`src/rtl/reg_bus_arbiter_if.sv`:
```
// Signal bundle between two requesting masters, reg_bus_arbiter and the register slave.
// Lock inputs are present only when REG_BUS_ARBITER_LOCK_EN is defined.
`timescale 1ns/1ps
interface reg_bus_arbiter_if;
`ifdef REG_BUS_ARBITER_LOCK_EN
    logic        i_m0_lock;
    logic        i_m1_lock;
`endif
    logic        i_m0_req;
    logic        i_m0_we;
    logic [31:0] i_m0_addr;
    logic [7:0]  i_m0_be;
    logic [63:0] i_m0_wdata;
    logic        o_m0_gnt;
    logic        o_m0_rvalid;
    logic [63:0] o_m0_rdata;
    logic        i_m1_req;
    logic        i_m1_we;
    logic [31:0] i_m1_addr;
    logic [7:0]  i_m1_be;
    logic [63:0] i_m1_wdata;
    logic        o_m1_gnt;
    logic        o_m1_rvalid;
    logic [63:0] o_m1_rdata;
    logic        o_reg_req;
    logic        o_reg_we;
    logic [31:0] o_reg_addr;
    logic [7:0]  o_reg_be;
    logic [63:0] o_reg_wdata;
    logic [63:0] i_reg_rdata;

    // 'master' is the arbiter's own view; 'slave' is the view of everything around it.
    modport master (
`ifdef REG_BUS_ARBITER_LOCK_EN
        input  i_m0_lock, i_m1_lock,
`endif
        input  i_m0_req, i_m0_we, i_m0_addr, i_m0_be, i_m0_wdata,
        input  i_m1_req, i_m1_we, i_m1_addr, i_m1_be, i_m1_wdata,
        input  i_reg_rdata,
        output o_m0_gnt, o_m0_rvalid, o_m0_rdata,
        output o_m1_gnt, o_m1_rvalid, o_m1_rdata,
        output o_reg_req, o_reg_we, o_reg_addr, o_reg_be, o_reg_wdata
    );

    modport slave (
`ifdef REG_BUS_ARBITER_LOCK_EN
        output i_m0_lock, i_m1_lock,
`endif
        output i_m0_req, i_m0_we, i_m0_addr, i_m0_be, i_m0_wdata,
        output i_m1_req, i_m1_we, i_m1_addr, i_m1_be, i_m1_wdata,
        output i_reg_rdata,
        input  o_m0_gnt, o_m0_rvalid, o_m0_rdata,
        input  o_m1_gnt, o_m1_rvalid, o_m1_rdata,
        input  o_reg_req, o_reg_we, o_reg_addr, o_reg_be, o_reg_wdata
    );
endinterface

```
`src/rtl/reg_bus_arbiter.sv`:
```
// Two-master round-robin arbiter onto a register bus: accept -> issue -> respond pipeline.
// Define REG_BUS_ARBITER_LOCK_EN to enable bounded bus locking (up to LOCK_MAX grants).
`timescale 1ns/1ps
module reg_bus_arbiter #(
    parameter int LOCK_MAX = 16
) (
    input  logic              clk,
    input  logic              rst_n,
    reg_bus_arbiter_if.master bus
);

    if (LOCK_MAX < 2 || LOCK_MAX > 255) begin : g_lock_max_check
        $error("reg_bus_arbiter: LOCK_MAX must be within 2..255");
    end

    logic [1:0]  req;
    logic        last_reg;
    logic        hold;
    logic        sel;
    logic        accept;
    logic [1:0]  gnt;

    logic        cmd_we;
    logic [31:0] cmd_addr;
    logic [7:0]  cmd_be;
    logic [63:0] cmd_wdata;

    logic        reg_req_reg;
    logic        issue_tag_reg;
    logic        reg_we_reg;
    logic [31:0] reg_addr_reg;
    logic [7:0]  reg_be_reg;
    logic [63:0] reg_wdata_reg;
    logic [1:0]  rvalid_reg;

    assign req = {bus.i_m1_req, bus.i_m0_req};

`ifdef REG_BUS_ARBITER_LOCK_EN
    localparam logic [7:0] CNT_MAX = 8'(LOCK_MAX);

    logic [1:0] lock;
    logic [7:0] lock_cnt_reg;
    logic [7:0] lock_cnt_next;

    assign lock = {bus.i_m1_lock, bus.i_m0_lock};
    // The previous owner keeps the bus under contention until it has used its budget.
    assign hold = lock[last_reg] && (lock_cnt_reg < CNT_MAX);

    always_comb begin
        lock_cnt_next = lock_cnt_reg;
        if (accept) begin
            if (!lock[sel])
                lock_cnt_next = 8'd0;
            else if (sel != last_reg)
                lock_cnt_next = 8'd1;
            else if (lock_cnt_reg != CNT_MAX)
                lock_cnt_next = lock_cnt_reg + 8'd1;
        end else if (!lock[last_reg]) begin
            lock_cnt_next = 8'd0;
        end
    end

    always_ff @(posedge clk or negedge rst_n) begin
        if (!rst_n)
            lock_cnt_reg <= 8'd0;
        else
            lock_cnt_reg <= lock_cnt_next;
    end
`else
    assign hold = 1'b0;
`endif

    always_comb begin
        sel = req[1];
        if (req == 2'b11)
            sel = hold ? last_reg : ~last_reg;
    end

    // Grants are withheld while reset is asserted even if masters are requesting.
    assign accept = rst_n && (req != 2'b00);
    assign gnt    = accept ? (sel ? 2'b10 : 2'b01) : 2'b00;

    assign cmd_we    = sel ? bus.i_m1_we    : bus.i_m0_we;
    assign cmd_addr  = sel ? bus.i_m1_addr  : bus.i_m0_addr;
    assign cmd_be    = sel ? bus.i_m1_be    : bus.i_m0_be;
    assign cmd_wdata = sel ? bus.i_m1_wdata : bus.i_m0_wdata;

    // last_reg resets to m1 so that m0 wins the first contended cycle.
    always_ff @(posedge clk or negedge rst_n) begin
        if (!rst_n) begin
            last_reg      <= 1'b1;
            reg_req_reg   <= 1'b0;
            issue_tag_reg <= 1'b0;
            reg_we_reg    <= 1'b0;
            reg_addr_reg  <= '0;
            reg_be_reg    <= '0;
            reg_wdata_reg <= '0;
            rvalid_reg    <= 2'b00;
        end else begin
            reg_req_reg <= accept;
            if (accept) begin
                last_reg      <= sel;
                issue_tag_reg <= sel;
                reg_we_reg    <= cmd_we;
                reg_addr_reg  <= cmd_addr;
                reg_be_reg    <= cmd_be;
                reg_wdata_reg <= cmd_wdata;
            end
            rvalid_reg <= reg_req_reg ? (issue_tag_reg ? 2'b10 : 2'b01) : 2'b00;
        end
    end

    assign bus.o_m0_gnt    = gnt[0];
    assign bus.o_m1_gnt    = gnt[1];
    assign bus.o_m0_rvalid = rvalid_reg[0];
    assign bus.o_m1_rvalid = rvalid_reg[1];
    // Slave read data arrives in the respond cycle, so it is forwarded straight through.
    assign bus.o_m0_rdata  = bus.i_reg_rdata;
    assign bus.o_m1_rdata  = bus.i_reg_rdata;
    assign bus.o_reg_req   = reg_req_reg;
    assign bus.o_reg_we    = reg_we_reg;
    assign bus.o_reg_addr  = reg_addr_reg;
    assign bus.o_reg_be    = reg_be_reg;
    assign bus.o_reg_wdata = reg_wdata_reg;

endmodule

```
`src/flat_wrapper.sv`:
```
// flat-port wrapper written by rule: the top's interface ports become plain ports
module reg_bus_arbiter_flat 
#(
    parameter int LOCK_MAX = 16
)
  (clk, rst_n, bus_i_m0_req, bus_i_m0_we, bus_i_m0_addr, bus_i_m0_be, bus_i_m0_wdata, bus_i_m1_req, bus_i_m1_we, bus_i_m1_addr, bus_i_m1_be, bus_i_m1_wdata, bus_i_reg_rdata, bus_o_m0_gnt, bus_o_m0_rvalid, bus_o_m0_rdata, bus_o_m1_gnt, bus_o_m1_rvalid, bus_o_m1_rdata, bus_o_reg_req, bus_o_reg_we, bus_o_reg_addr, bus_o_reg_be, bus_o_reg_wdata);
  reg_bus_arbiter_if bus_i ();
  input  logic clk;
  input  logic rst_n;
  input wire logic [$bits(bus_i.i_m0_req)-1:0] bus_i_m0_req;
  input wire logic [$bits(bus_i.i_m0_we)-1:0] bus_i_m0_we;
  input wire logic [$bits(bus_i.i_m0_addr)-1:0] bus_i_m0_addr;
  input wire logic [$bits(bus_i.i_m0_be)-1:0] bus_i_m0_be;
  input wire logic [$bits(bus_i.i_m0_wdata)-1:0] bus_i_m0_wdata;
  input wire logic [$bits(bus_i.i_m1_req)-1:0] bus_i_m1_req;
  input wire logic [$bits(bus_i.i_m1_we)-1:0] bus_i_m1_we;
  input wire logic [$bits(bus_i.i_m1_addr)-1:0] bus_i_m1_addr;
  input wire logic [$bits(bus_i.i_m1_be)-1:0] bus_i_m1_be;
  input wire logic [$bits(bus_i.i_m1_wdata)-1:0] bus_i_m1_wdata;
  input wire logic [$bits(bus_i.i_reg_rdata)-1:0] bus_i_reg_rdata;
  output wire logic [$bits(bus_i.o_m0_gnt)-1:0] bus_o_m0_gnt;
  output wire logic [$bits(bus_i.o_m0_rvalid)-1:0] bus_o_m0_rvalid;
  output wire logic [$bits(bus_i.o_m0_rdata)-1:0] bus_o_m0_rdata;
  output wire logic [$bits(bus_i.o_m1_gnt)-1:0] bus_o_m1_gnt;
  output wire logic [$bits(bus_i.o_m1_rvalid)-1:0] bus_o_m1_rvalid;
  output wire logic [$bits(bus_i.o_m1_rdata)-1:0] bus_o_m1_rdata;
  output wire logic [$bits(bus_i.o_reg_req)-1:0] bus_o_reg_req;
  output wire logic [$bits(bus_i.o_reg_we)-1:0] bus_o_reg_we;
  output wire logic [$bits(bus_i.o_reg_addr)-1:0] bus_o_reg_addr;
  output wire logic [$bits(bus_i.o_reg_be)-1:0] bus_o_reg_be;
  output wire logic [$bits(bus_i.o_reg_wdata)-1:0] bus_o_reg_wdata;
  assign bus_i.i_m0_req = bus_i_m0_req;
  assign bus_i.i_m0_we = bus_i_m0_we;
  assign bus_i.i_m0_addr = bus_i_m0_addr;
  assign bus_i.i_m0_be = bus_i_m0_be;
  assign bus_i.i_m0_wdata = bus_i_m0_wdata;
  assign bus_i.i_m1_req = bus_i_m1_req;
  assign bus_i.i_m1_we = bus_i_m1_we;
  assign bus_i.i_m1_addr = bus_i_m1_addr;
  assign bus_i.i_m1_be = bus_i_m1_be;
  assign bus_i.i_m1_wdata = bus_i_m1_wdata;
  assign bus_i.i_reg_rdata = bus_i_reg_rdata;
  assign bus_o_m0_gnt = bus_i.o_m0_gnt;
  assign bus_o_m0_rvalid = bus_i.o_m0_rvalid;
  assign bus_o_m0_rdata = bus_i.o_m0_rdata;
  assign bus_o_m1_gnt = bus_i.o_m1_gnt;
  assign bus_o_m1_rvalid = bus_i.o_m1_rvalid;
  assign bus_o_m1_rdata = bus_i.o_m1_rdata;
  assign bus_o_reg_req = bus_i.o_reg_req;
  assign bus_o_reg_we = bus_i.o_reg_we;
  assign bus_o_reg_addr = bus_i.o_reg_addr;
  assign bus_o_reg_be = bus_i.o_reg_be;
  assign bus_o_reg_wdata = bus_i.o_reg_wdata;
  reg_bus_arbiter #(.LOCK_MAX(LOCK_MAX)) u_core (.clk(clk), .rst_n(rst_n), .bus(bus_i));
endmodule
```
`config.mk`:
```
export PLATFORM = sky130hd
export DESIGN_NAME = reg_bus_arbiter_flat
export DESIGN_NICKNAME = d
export VERILOG_FILES = /design/src/rtl/reg_bus_arbiter_if.sv /design/src/rtl/reg_bus_arbiter.sv /design/src/flat_wrapper.sv
export SDC_FILE = /design/constraint.sdc
export NUM_CORES = 1
export LEC_CHECK = 0
export ABC_AREA = 1
export BUFFER_PORTS_ARGS = -buffer_cell sky130_fd_sc_hd__buf_4
export CAP_MARGIN = 20
export CORE_AREA = 2 2 203 205
export DETAILED_ROUTE_END_ITERATION = 10
export DIE_AREA = 0 0 205 207
export PLACE_DENSITY = 0.47
export SLEW_MARGIN = 25
export SYNTH_ARGS = -nofsm -noshare
export SYNTH_HDL_FRONTEND = slang
export SYNTH_SLANG_ARGS = --single-unit
```
`constraint.sdc`:
```
create_clock -name clk -period 2.9 [get_ports clk]
set_clock_uncertainty 0.2 [all_clocks]
set_input_delay 0.29 -clock clk [delete_from_list [all_inputs] [get_ports clk]]
set_output_delay 0.29 -clock clk [all_outputs]
set_load 0.005 [all_outputs]
```
# Yosys cells after proc, flatten, opt, wreduce, memory -nomap -nowiden
# Cells that the tools add are included.
[word_totals]
reg_bits = 110
input_bits = 278
output_inout_bits = 238
word_cells = 21
[classes]
eq_ne = 1
mux = 9
bitwise_logic = 1
reduce_logical = 2
[ops]
columns = ["cell", "n"]
rows = [
  ["$mux 64", 1],
  ["$mux 32", 1],
  ["$mux 2", 4],
  ["$mux 8", 1],
  ["$eq 2x2->1 const B", 1],
  ["$mux 1", 2],
  ["$reduce_bool 2->1", 1],
  ["$logic_and 1x1->1", 1],
  ["$not 1->1", 1],
]

# Logic depth before layout (Yosys ltp)
# Gate-level depths: netlist (run 1).
[depth]
depth_word = 4
mapped_depth = 7
mapped_depth_nobuf = 5

# Worst setup path before layout (run 1)
# OpenSTA, ideal clock, no wires.
[synth_timing]
path_kind = "register to output"
startpoint = "register u_core.last_reg"
endpoint = "output port bus_o_m0_gnt"
arrival_ns = 1.163
t_required_ns = 2.410
setup_slack_ns = 1.247
path_stages_with_launch = 7
path_buffers = 2
cell_sequence = "dfstp_2 nand2_2 nand2_2 buf_6 buf_2 inv_1 nor2_1"
[synth_between]
elab_chain_cells = 4
[synth_rtl]
columns = ["item", "line_no", "rtl"]
rows = [
  ["from (decl)", "reg_bus_arbiter.sv:17", "logic last_reg;"],
  ["from (signal assigned)", "reg_bus_arbiter.sv:102", "last_reg <= sel;"],
  ["$not 1->1", "reg_bus_arbiter.sv:76", "sel = hold ? last_reg : ~last_reg;"],
  ["$mux 1", "reg_bus_arbiter.sv:75", "if (req == 2'b11)"],
  ["$mux 2 (2 in series)", "reg_bus_arbiter.sv:81", "assign gnt = accept ? (sel ? 2'b10 : 2'b01) : 2'b00;"],
  ["to (decl)", "flat_wrapper.sv:21", "output wire logic [$bits(bus_i.o_m0_gnt)-1:0] bus_o_m0_gnt;"],
]
# Every way passes these cells.

# Final worst setup path (run 1)
[layout_timing]
startpoint = "input port rst_n"
endpoint = "register u_core.reg_wdata_reg[29] (netlist: u_core.bus.o_reg_wdata[29])"
[layout_between]
elab_chain_cells = 1
[layout_rtl]
columns = ["item", "line_no", "rtl"]
rows = [
  ["from (decl)", "flat_wrapper.sv:9", "input logic rst_n;"],
  ["$logic_and 1x1->1", "reg_bus_arbiter.sv:80", "assign accept = rst_n && (req != 2'b00);"],
  ["to (signal assigned)", "reg_bus_arbiter.sv:107", "reg_wdata_reg <= cmd_wdata;"],
  ["to (decl)", "reg_bus_arbiter.sv:33", "logic [63:0] reg_wdata_reg;"],
]
# Every way passes these cells.
# A chain may end at the register's enable or synchronous reset.

==> out/metrics.cfg, run 1 <==
[clocking]
cts_root_buffer=clkbuf_16
cts_tree=yes
clkLatencyLatePin_ns=0.38
postCtsSetupBuffers=0
clock_sinks=110
numCtsBuffers=9
htreeDepth=3
clock_path_buffers=2
clk_pin_slew_ns=0.08

[setup_path]
critPathMaxStageDelay_ns=0.56
criticalPathCategory=in2reg
rr_startpoint=u_core.last_reg
end_kind=flop
cp_top_family=buffers and inverters
crit_chain=dlygate4sd3_1 > clkbuf_8 > inv_2 > nor2_4 > buf_6 > nand3_1 > nand3_1 > dlygate4sd3_1
critical-path-slowest-cell=dlygate4sd3_1
required_ns=3.01
cp-start-kind=input pin
r2r_cells=6
crit_arrival_ns=2.74
path_buf_inv=5
r2r_slack_ns=0.49
worstPathMaxFanout=50
rr_endpoint=u_core.bus.o_reg_be[4]

[sta]
clock.fmax_mhz=379.9
fin_tns_setup_ns=0
drv_slew=0
slew-limit-headroom_pct=52.46
rsz0062_at_grt=no
setup_violations=0
worstMarginPinSlew_ns=0.7131
min_period_ns=2.632
min_period_over_period_pct=90.77
hold_viol_final=0

[min_path]
hold_start=bus_i_m1_wdata[23]
hold_path_end=u_core.bus.o_reg_wdata[23]
min_path_cells=3
min_path_type=in2reg

[global_routing]
use_met1_pct=13.91
antenna_found_initial=0
grt.busiest_layer=met2
grt_pass1_vias=7174
grt_max_degree=101
grt-ovfl-total=0
grt_use_met3_pct=3.902
met2_usage_pct=20.36
grt_use_total_pct=12.16
grt_pass1_wl_um=40160

[finish]
multi_input_area_mm2=0.002186
register_area_mm2=0.002754
n_antenna_cell=0
largest_reg_flops=64
fin_util_pct=26.23
layout-drive-gt1-share_pct=32.37
nFillCells=4361
nNetsFinal=1379
synthToLayoutAreaGrowth_pct=69.82

[drt]
via_count=6936
drc_errors=0
detail_route.iter0.violations=429
firstDrtPassIters=5
ant_nets=0
drt-vias-per-instance=4.234
wl_um=26650
wl_per_cell_um=16.27

[logic_synthesis]
yosys.area.top_type=dfrtp_1
synthArstFlopShare_pct=100.0
yosysSeqAreaShare_pct=44.16
ys_ff_latch=110
synth_area_per_cell_um2=8.382
synth.most_common_cell=nand3_1
ys.warnings.count=0
syn_nets=1022
synth.distinct_cells=16
synthTopCellsByArea=dfrtp_1 44%, nand3_1 17%, buf_4 16%
synth_ff_type=dfrtp_1
synth-edff-count=0
synth_top_area_share_pct=43.74
synth.top_cells.by_count=210 x nand3_1, 134 x buf_4, 110 x nand2_1
synth_cells=744
synth.cell_area_mm2=0.006236

[power]
vdd_drop_max_uv=260.3
power_density_mw_per_mm2=471.3
power.leakage_nw=5.000
power_w=0.004992

[job]
max_cap_violations=0

[placed_design]
gp_congestion=0.7697
dp.final_hpwl_um=17540
io_buffer_count=323

[floorplan]
core-area_mm2=0.04037
die_w_um=205
die_h_um=207
initial_core_util_pct=15.45
num_rows=74
ioPinCount=516
die-area_mm2=0.04244

[status]
status=completed

## where the power goes
group,total [W],switching [W],internal [W]
sequential,0.00191,0.000140,0.00177
clock,0.00144,0.000657,0.000786
combinational,0.00164,0.000656,0.000987
## area by class of cell
class | count | area share, %
Multi-Input combinational cell | 433 | 20.64
Clock buffer | 11 | 2.292
Sequential cell | 110 | 26.00
Timing Repair Buffer | 542 | 43.83
Tap cell | 532 | 6.285
Clock inverter | 5 | 0.7680
Inverter | 5 | 0.1772
## metal layers
| metal | vias up | part of all wire (%) |
|---|---|---|
| li1 | 3196 | - |
| met1 | 3364 | 40 |
| met2 | 308 | 49 |
| met3 | 68 | 7.6 |
| met4 | 0 | 3.9 |
| met5 | - | 0 |
## stage by stage
| step | cell area [µm²] | cells | setup WS, ns | hold WS, ns |
|---|---|---|---|---|
| after floorplan | 6236 | 744 | 1.247 | -0.2056 |
| after global placement | 8210 | 1417 | 0.8883 | 0.06355 |
| after detailed placement | 8210 | 1417 | 0.8705 | 0.06786 |
| after CTS | 10590 | 1638 | 0.1812 | 0.01319 |
| after global routing | 10590 | 1638 | 0.1027 | 0.01775 |
| final | 10590 | 1638 | 0.2677 | 0.02203 |
## worst min-delay path: stages
cell     delay, ns
buf_4         0.08
nand4_1       0.10
nand3_1       0.09
## logic make-up after synthesis
| kind of cell | share of synthesized area [%] |
|---|---|
| AOI/OAI and AO/OA | 0.2609 |
| buffers and inverters | 20.95 |
| DFF | 44.16 |
| and+or+nand+nor | 34.63 |
## repair_timing
item                                    4_1_cts  5_1_grt
endpoints found under the hold margin       129        0
endpoints found under the setup margin        0        6
hold buffers                                205        0
resized for setup                             0        1
## cell usage in the layout, fill, tap and decap left out, drive strengths merged
| cell | synthesis | routed |
|---|---|---|
| nand2 | 112 | 112 |
| clkbuf | 24 | 12 |
| dlygate4sd3 | 0 | 205 |
| nand4 | 105 | 105 |
| clkinvlp | 0 | 1 |
| clkinv | 0 | 1 |
| o21ai | 1 | 1 |
| dfstp | 1 | 1 |
| nand3 | 210 | 210 |
| inv | 5 | 6 |
| bufinv | 0 | 2 |
| nor2 | 5 | 5 |
| buf | 172 | 336 |
| dfrtp | 109 | 109 |
## how the worst max path moves through the flow
stage | slack, ns | depth (start not counted) | to | from
finish | 0.27 | 8 | u_core.bus.o_reg_wdata[29] | rst_n
global route | 0.10 | 8 | u_core.bus.o_reg_wdata[15] | rst_n
CTS | 0.18 | 8 | u_core.bus.o_reg_be[4] | rst_n
detailed placement | 0.87 | 6 | u_core.bus.o_reg_be[4] | rst_n
global placement | 0.89 | 6 | u_core.bus.o_reg_be[4] | rst_n
floorplan | 1.25 | 6 | bus_o_m0_gnt | u_core.last_reg
(Power assumes the default switching activity.)
==> run 2, diff against run 1 <==
Settings changed: ABC_AREA 1 to 0, PLACE_DENSITY 0.47 to 0.46.
==> run 2 against run 1 <==
- die area is the same
- non-clock buffer count up 1
- first-iteration DRC count down 48%
==> out/metrics.cfg, run 2 <==
[floorplan]
die-area_mm2=0.04244  ; unchanged
initial_core_util_pct=14.02  ; -1.4 points
num_rows=74  ; unchanged
ioPinCount=516  ; unchanged
core-area_mm2=0.04037  ; unchanged
die_w_um=205  ; unchanged
die_h_um=207  ; unchanged

[setup_path]
critical-path-slowest-cell=dlygate4sd3_1
rr_endpoint=u_core.bus.o_reg_wdata[24]
r2r_slack_ns=0.44  ; -0.05 ns
criticalPathCategory=in2reg
critPathMaxStageDelay_ns=0.62  ; +0.06 ns
path_buf_inv=4  ; -1
cp-start-kind=input pin
cp_top_family=buffers and inverters
crit_chain=dlygate4sd3_1 > buf_4 > nand2_1 > a21oi_4 > buf_12 > a221o_1 > dlygate4sd3_1
crit_arrival_ns=2.77  ; +0.03 ns
critPathLaunch=rst_n
rr_startpoint=u_core.last_reg
r2r_cells=6  ; unchanged
end_kind=flop
required_ns=3.00  ; about the same
cpMostUsedCell=dlygate4sd3_1
worstSetupEndpoint=u_core.bus.o_reg_wdata[24]
cp.depth=7  ; -1
worstPathMaxFanout=51  ; +2.0%

[power]
vdd_drop_max_uv=299.9  ; +15%
pwr-share-clk_pct=29.2  ; +0.3 points
p_sw_share_pct=26.05  ; -3.1 points
netSwitchingPower_w=0.001271  ; -12%
power.leakage_nw=4.733  ; -5.3%
power.internal_w=0.003608  ; +2.0%
power_density_mw_per_mm2=477.9  ; +1.4%
pwr-share-seq_pct=38.7  ; +0.5 points
combinationalPowerShare_pct=32.1  ; -0.8 points

[finish]
nNetsFinal=1163  ; -16%
fin_util_pct=25.29  ; -0.94 points
largest_reg_flops=64  ; unchanged
instances_no_fill=1422  ; -13%
final_cell_mix=327 x buf_4, 211 x dlygate4sd3_1, 109 x dfrtp_1, 105 x a221o_1, 69 x and2_0
finalInstanceArea_mm2=0.01021  ; -3.6%
register_area_mm2=0.002754  ; unchanged
multi_input_area_mm2=0.001792  ; -18%
n_antenna_cell=0  ; unchanged
layout-drive-gt1-share_pct=39.44  ; +7.1 points
nFillCells=4302  ; -1.4%
mostFrequentLayoutCell=buf_4
synthToLayoutAreaGrowth_pct=80.45

[clocking]
numCtsBuffers=9  ; unchanged
cts_tree=yes
htreeDepth=3  ; unchanged
cts_resized=0  ; unchanged
postCtsSetupBuffers=0  ; unchanged
clkLatencyLatePin_ns=0.37  ; about the same
clk_pin_slew_ns=0.08  ; about the same
cts_root_buffer=clkbuf_16
clock_sinks=110  ; unchanged
clock_path_buffers=2  ; unchanged

[global_routing]
grt-ovfl-total=0  ; unchanged
grt_pass1_wl_um=32860  ; -18%
grt_use_total_pct=10.20  ; -2.0 points
grt_max_degree=109  ; +7.9%
grt_pass1_vias=5744  ; -20%
antenna_found_initial=1  ; +1

[placed_design]
placed_cells=1195  ; -16%
dp.final_hpwl_um=14230  ; -19%
gp_congestion=0.6935  ; -9.9%
io_buffer_count=323  ; unchanged
postPlaceCellArea_mm2=0.007774  ; -5.3%

[logic_synthesis]
synth.distinct_cells=16  ; unchanged
syn_nets=770  ; -25%
synthArstFlopShare_pct=100.0  ; unchanged
synth.top_cells.by_count=132 x buf_4, 109 x dfrtp_1, 105 x a221o_1
synth_cells=492  ; -34%
synth.most_common_cell=buf_4
ys_ff_latch=110  ; unchanged
synth_ff_type=dfrtp_1
synthTopCellsByArea=dfrtp_1 48%, a221o_1 19%, buf_4 18%
synth.cell_area_mm2=0.005658  ; -9.3%
yosysSeqAreaShare_pct=48.67  ; +4.5 points
yosys.area.top_type=dfrtp_1
synth_top_area_share_pct=48.21  ; +4.5 points
synth-edff-count=0  ; unchanged
ys.warnings.count=0  ; unchanged
synth_area_per_cell_um2=11.50  ; +37%

[sta]
clock.fmax_mhz=374.5  ; -1.4%
slew-limit-headroom_pct=46.25  ; -6.2 points
setup_violations=0  ; unchanged
drv_slew=0  ; unchanged
hold_viol_final=0  ; unchanged
hold_slack_ns=0.2468  ; +0.2248 ns
min_period_ns=2.670  ; +0.03792 ns
rsz0062_at_grt=no
fin_tns_setup_ns=0  ; unchanged
min_period_over_period_pct=92.08  ; +1.3 points
worstMarginPinSlew_ns=0.8063  ; +0.09315 ns

[drt]
detail_route.iter0.violations=225  ; -48%
drc_errors=0  ; unchanged
ant_nets=0  ; unchanged
drt-vias-per-instance=3.746  ; -12%
wl_per_cell_um=15.61  ; -4.1%
wl_um=22200  ; -17%
firstDrtPassIters=4  ; -1
via_count=5327  ; -23%

[min_path]
min_path_type=reg2reg
hold_start=u_core.issue_tag_reg

[status]
status=completed

[job]
max_cap_violations=0  ; unchanged

[run 2: cell types whose count changed after synthesis, sizes merged, moves of 2 or more]
| cell | previous run | this run |
|---|---|---|
| buf | 172 | 145 |
| inv | 5 | 2 |
| nand3 | 210 | 0 |
| a21oi | 0 | 2 |
| a21o | 0 | 2 |
| nor2 | 5 | 0 |
| clkbuf | 24 | 16 |
| nand2 | 112 | 2 |
| a221o | 0 | 105 |
| nand4 | 105 | 0 |
| and2 | 0 | 106 |
[run 2: logic make-up after synthesis]
family                 after synthesis  share of synthesized area, %
AND/OR/NAND/NOR                    109                         11.96
buffers and inverters              163                         20.06
AO/OA/AOI/OAI                      110                         19.31
flip-flops                         110                         48.67
[run 2: through the flow]
| step | worst slack, ns | total power [W] |
|---|---|---|
| 4_1_cts | 0.3064 | 0.004982 |
| 2_1_floorplan | 1.342 | 0.002430 |
| 3_3_place_gp | 1.010 | 0.003055 |
| 5_1_grt | 0.1767 | 0.005184 |
| 6_report | 0.2298 | 0.004880 |
| 3_5_place_dp | 0.9928 | 0.003055 |
[run 2: worst min path at each step]
stage                                    end  slack [ns]  cells past startpoint
floorplan           u_core.bus.o_reg_addr[0]       -0.21                      0
finish                  u_core.rvalid_reg[0]        0.25                      1
detailed placement           u_core.last_reg        0.09                      1
CTS                     u_core.bus.o_reg_req        0.25                      4
global route            u_core.bus.o_reg_req        0.28                      4
global placement             u_core.last_reg        0.09                      1
[run 2: power by group through the flow]
stage                     clock, W  combinational [W]  sequential [W]
after detailed placement         0            0.00115         0.00191
after global placement           0            0.00114         0.00192
after floorplan                  0           0.000518         0.00191
after CTS                  0.00152            0.00157         0.00189
final                      0.00142            0.00157         0.00189
after global routing       0.00157            0.00170         0.00192
[run 2: layout make-up]
cell class,count,share of cell area [%]
clock buffer,11,2.377
clock inverter,5,0.7966
inverter,2,0.07353
tap,532,6.520
multi-input combinational,219,17.55
sequential,110,26.97
timing repair buffer,543,45.71
[run 2: worst reg2reg max path, stage by stage, from the launching register on]
cell	delay, ns
dfstp_2	0.57
inv_1	0.08
a21oi_4	0.16
buf_12	0.24
buf_12	0.26
a221o_1	0.31
dlygate4sd3_1	0.57
[run 2: what timing repair did]
item,in CTS,in global routing
hold endpoints to repair,215,0
endpoints found under the setup margin,0,0
hold buffers,211,0
[run 2: layer usage]
| metal | up-vias | GRT usage (%) | share of wire, % |
|---|---|---|---|
| met3 | 46 | 4.264 | 10 |
| met4 | 0 | 4.317 | 2.9 |
| met1 | 2564 | 11.22 | 38 |
| met2 | 283 | 17.11 | 49 |
| li1 | 2434 | - | - |
| met5 | - | 0.5760 | 0 |
==> run 3, diff against run 2 <==
Settings changed: CORE_AREA 2 2 203 205 to 2 2 201 203, CTS_BUF_LIST set to sky130_fd_sc_hd__clkbuf_4, DIE_AREA 0 0 205 207 to 0 0 203 205, SETUP_SLACK_MARGIN set to 0.3.
==> run 3 against run 2 <==
- flip-flop and latch count unchanged
- final area down 1.3%
- first-iteration DRC count rose by 23%
- combinational power about the same
- setup slack better by 0.33 ns
- register-to-register slack better by 0.12 ns
- clock-buffer cell count is 2 lower
- die area fell by 1.9%
- largest power group unchanged
==> out/metrics.cfg, run 3 (synthesis gave the netlist of run 2 again) <==
[finish]
layout-drive-gt1-share_pct=39.55  ; +0.11 points
largest_reg_flops=64  ; unchanged
nNetsFinal=1168  ; +0.43%
synthToLayoutAreaGrowth_pct=78.11
mostFrequentLayoutCell=buf_4
final_cell_mix=327 x buf_4, 213 x dlygate4sd3_1, 109 x dfrtp_1, 105 x a221o_1, 69 x and2_0

[clocking]
numCtsBuffers=9  ; unchanged
cts_root_buffer=clkbuf_4
cts_tree=yes
clock_path_buffers=2  ; unchanged
clkLatencyLatePin_ns=0.59  ; +0.22 ns
clock_sinks=110  ; unchanged
clk_pin_slew_ns=0.19  ; +0.11 ns
htreeDepth=3  ; unchanged

[job]
max_cap_violations=0  ; unchanged

[setup_path]
crit_arrival_ns=2.62  ; -0.15 ns
end_kind=flop
required_ns=3.18  ; +0.18 ns
criticalPathCategory=reg2reg
worstPathMaxFanout=44  ; -14%
cp-start-kind=flop

[sta]
hold_slack_ns=0.2408  ; -0.005990 ns
fin_tns_setup_ns=0  ; unchanged
min_period_over_period_pct=80.60  ; -11 points
slew-limit-headroom_pct=55.03  ; +8.8 points
setup_violations=0  ; unchanged
drv_slew=0  ; unchanged
rsz0062_at_grt=no
worstMarginPinSlew_ns=0.6745  ; -0.1318 ns
clock.fmax_mhz=427.8  ; +14%
min_period_ns=2.337  ; -0.3329 ns
hold_viol_final=0  ; unchanged

[global_routing]
grt-ovfl-total=0  ; unchanged
antenna_found_initial=1  ; unchanged
grt_max_degree=69  ; -37%
grt_pass1_wl_um=32980  ; +0.34%
grt_use_total_pct=10.49  ; +0.29 points
grt_pass1_vias=5824  ; +1.4%

[placed_design]
io_buffer_count=323  ; unchanged
gp_congestion=0.7160  ; +3.2%
dp.final_hpwl_um=14390  ; +1.1%

[drt]
firstDrtPassIters=5  ; +1
via_count=5376  ; +0.92%
wl_um=22450  ; +1.1%
ant_nets=0  ; unchanged
wl_per_cell_um=15.78  ; +1.1%
drt-vias-per-instance=3.778  ; +0.85%
drc_errors=0  ; unchanged
detail_route.iter0.violations=276  ; +23%

[status]
status=completed

[floorplan]
die-area_mm2=0.04162  ; -1.9%
core-area_mm2=0.03937  ; -2.5%
ioPinCount=516  ; unchanged
initial_core_util_pct=14.37  ; +0.36 points
num_rows=73  ; -1.4%
die_w_um=203  ; -0.98%
die_h_um=205  ; -0.97%

[min_path]
min_path_type=in2reg

[power]
power_density_mw_per_mm2=422.4  ; -12%
vdd_drop_max_uv=212.1  ; -29%
power.leakage_nw=4.680  ; -1.1%

run 3: per-layer routing:
layer | global-route usage (%) | wire [µm]
met1 | 11.50 | 8766
met2 | 17.77 | 11030
met3 | 4.534 | 2078
met4 | 4.380 | 570
met5 | 0 | 0
run 3: final cells by class:
cell class | count | area (µm²)
clock buffers | 9 | 67.56
fillers | 4120 | 29290
well taps | 525 | 656.9
multi-input cells | 219 | 1792
clock inverters | 7 | 48.80
flip-flops and latches | 110 | 2754
inverters | 2 | 7.507
diodes | 3 | 7.507
repair buffers | 548 | 4743
run 3: repair_timing:
action                     CTS  global route
cloned                       0             1
hold buffers               213             0
gates resized for setup      0             0
setup buffers                1             1
setup endpoints to repair    1             1
pin swaps                    1             1
hold endpoints to repair   217             0
run 3: power breakdown:
part	switching, W	internal (W)
sequential	0.000131	0.00176
combinational	0.000504	0.00107
clock	0.000611	0.000179
total	0.00125	0.00301
run 3: worst paths after layout:
path,endpoint,slack [ns],startpoint,cells past startpoint
hold reg to reg,u_core.rvalid_reg[0],0.26,u_core.issue_tag_reg,1
setup / recovery,u_core.bus.o_reg_wdata[54],0.56,u_core.last_reg,5
min in group asynchronous,u_core.issue_tag_reg,0.27,rst_n,3
max in group asynchronous,u_core.bus.o_reg_wdata[54],1.74,rst_n,3
setup reg to reg,u_core.bus.o_reg_wdata[54],0.56,u_core.last_reg,5
hold / removal,u_core.bus.o_reg_addr[29],0.24,bus_i_m1_addr[29],3
run 3: worst max-delay path: stages (launching register included):
cell and delay (ns):
dfstp_2 0.60, a21oi_4 0.07, buf_4 0.21, buf_12 0.20, a221o_1 0.33, dlygate4sd3_1 0.56
run 3: stage by stage:
stage          util [%]  cells  power, W  worst slack, ns  cell area, µm²
2_1_floorplan         -    492  0.002430            1.342            5658
3_3_place_gp      19.76   1188  0.003046           0.9157            7777
3_5_place_dp      19.76   1188  0.003051           0.8588            7777
4_1_cts           25.49   1418  0.004333           0.3740           10030
5_1_grt           25.60   1423  0.004561           0.3841           10080
6_report          25.60   1423  0.004257           0.5626           10080
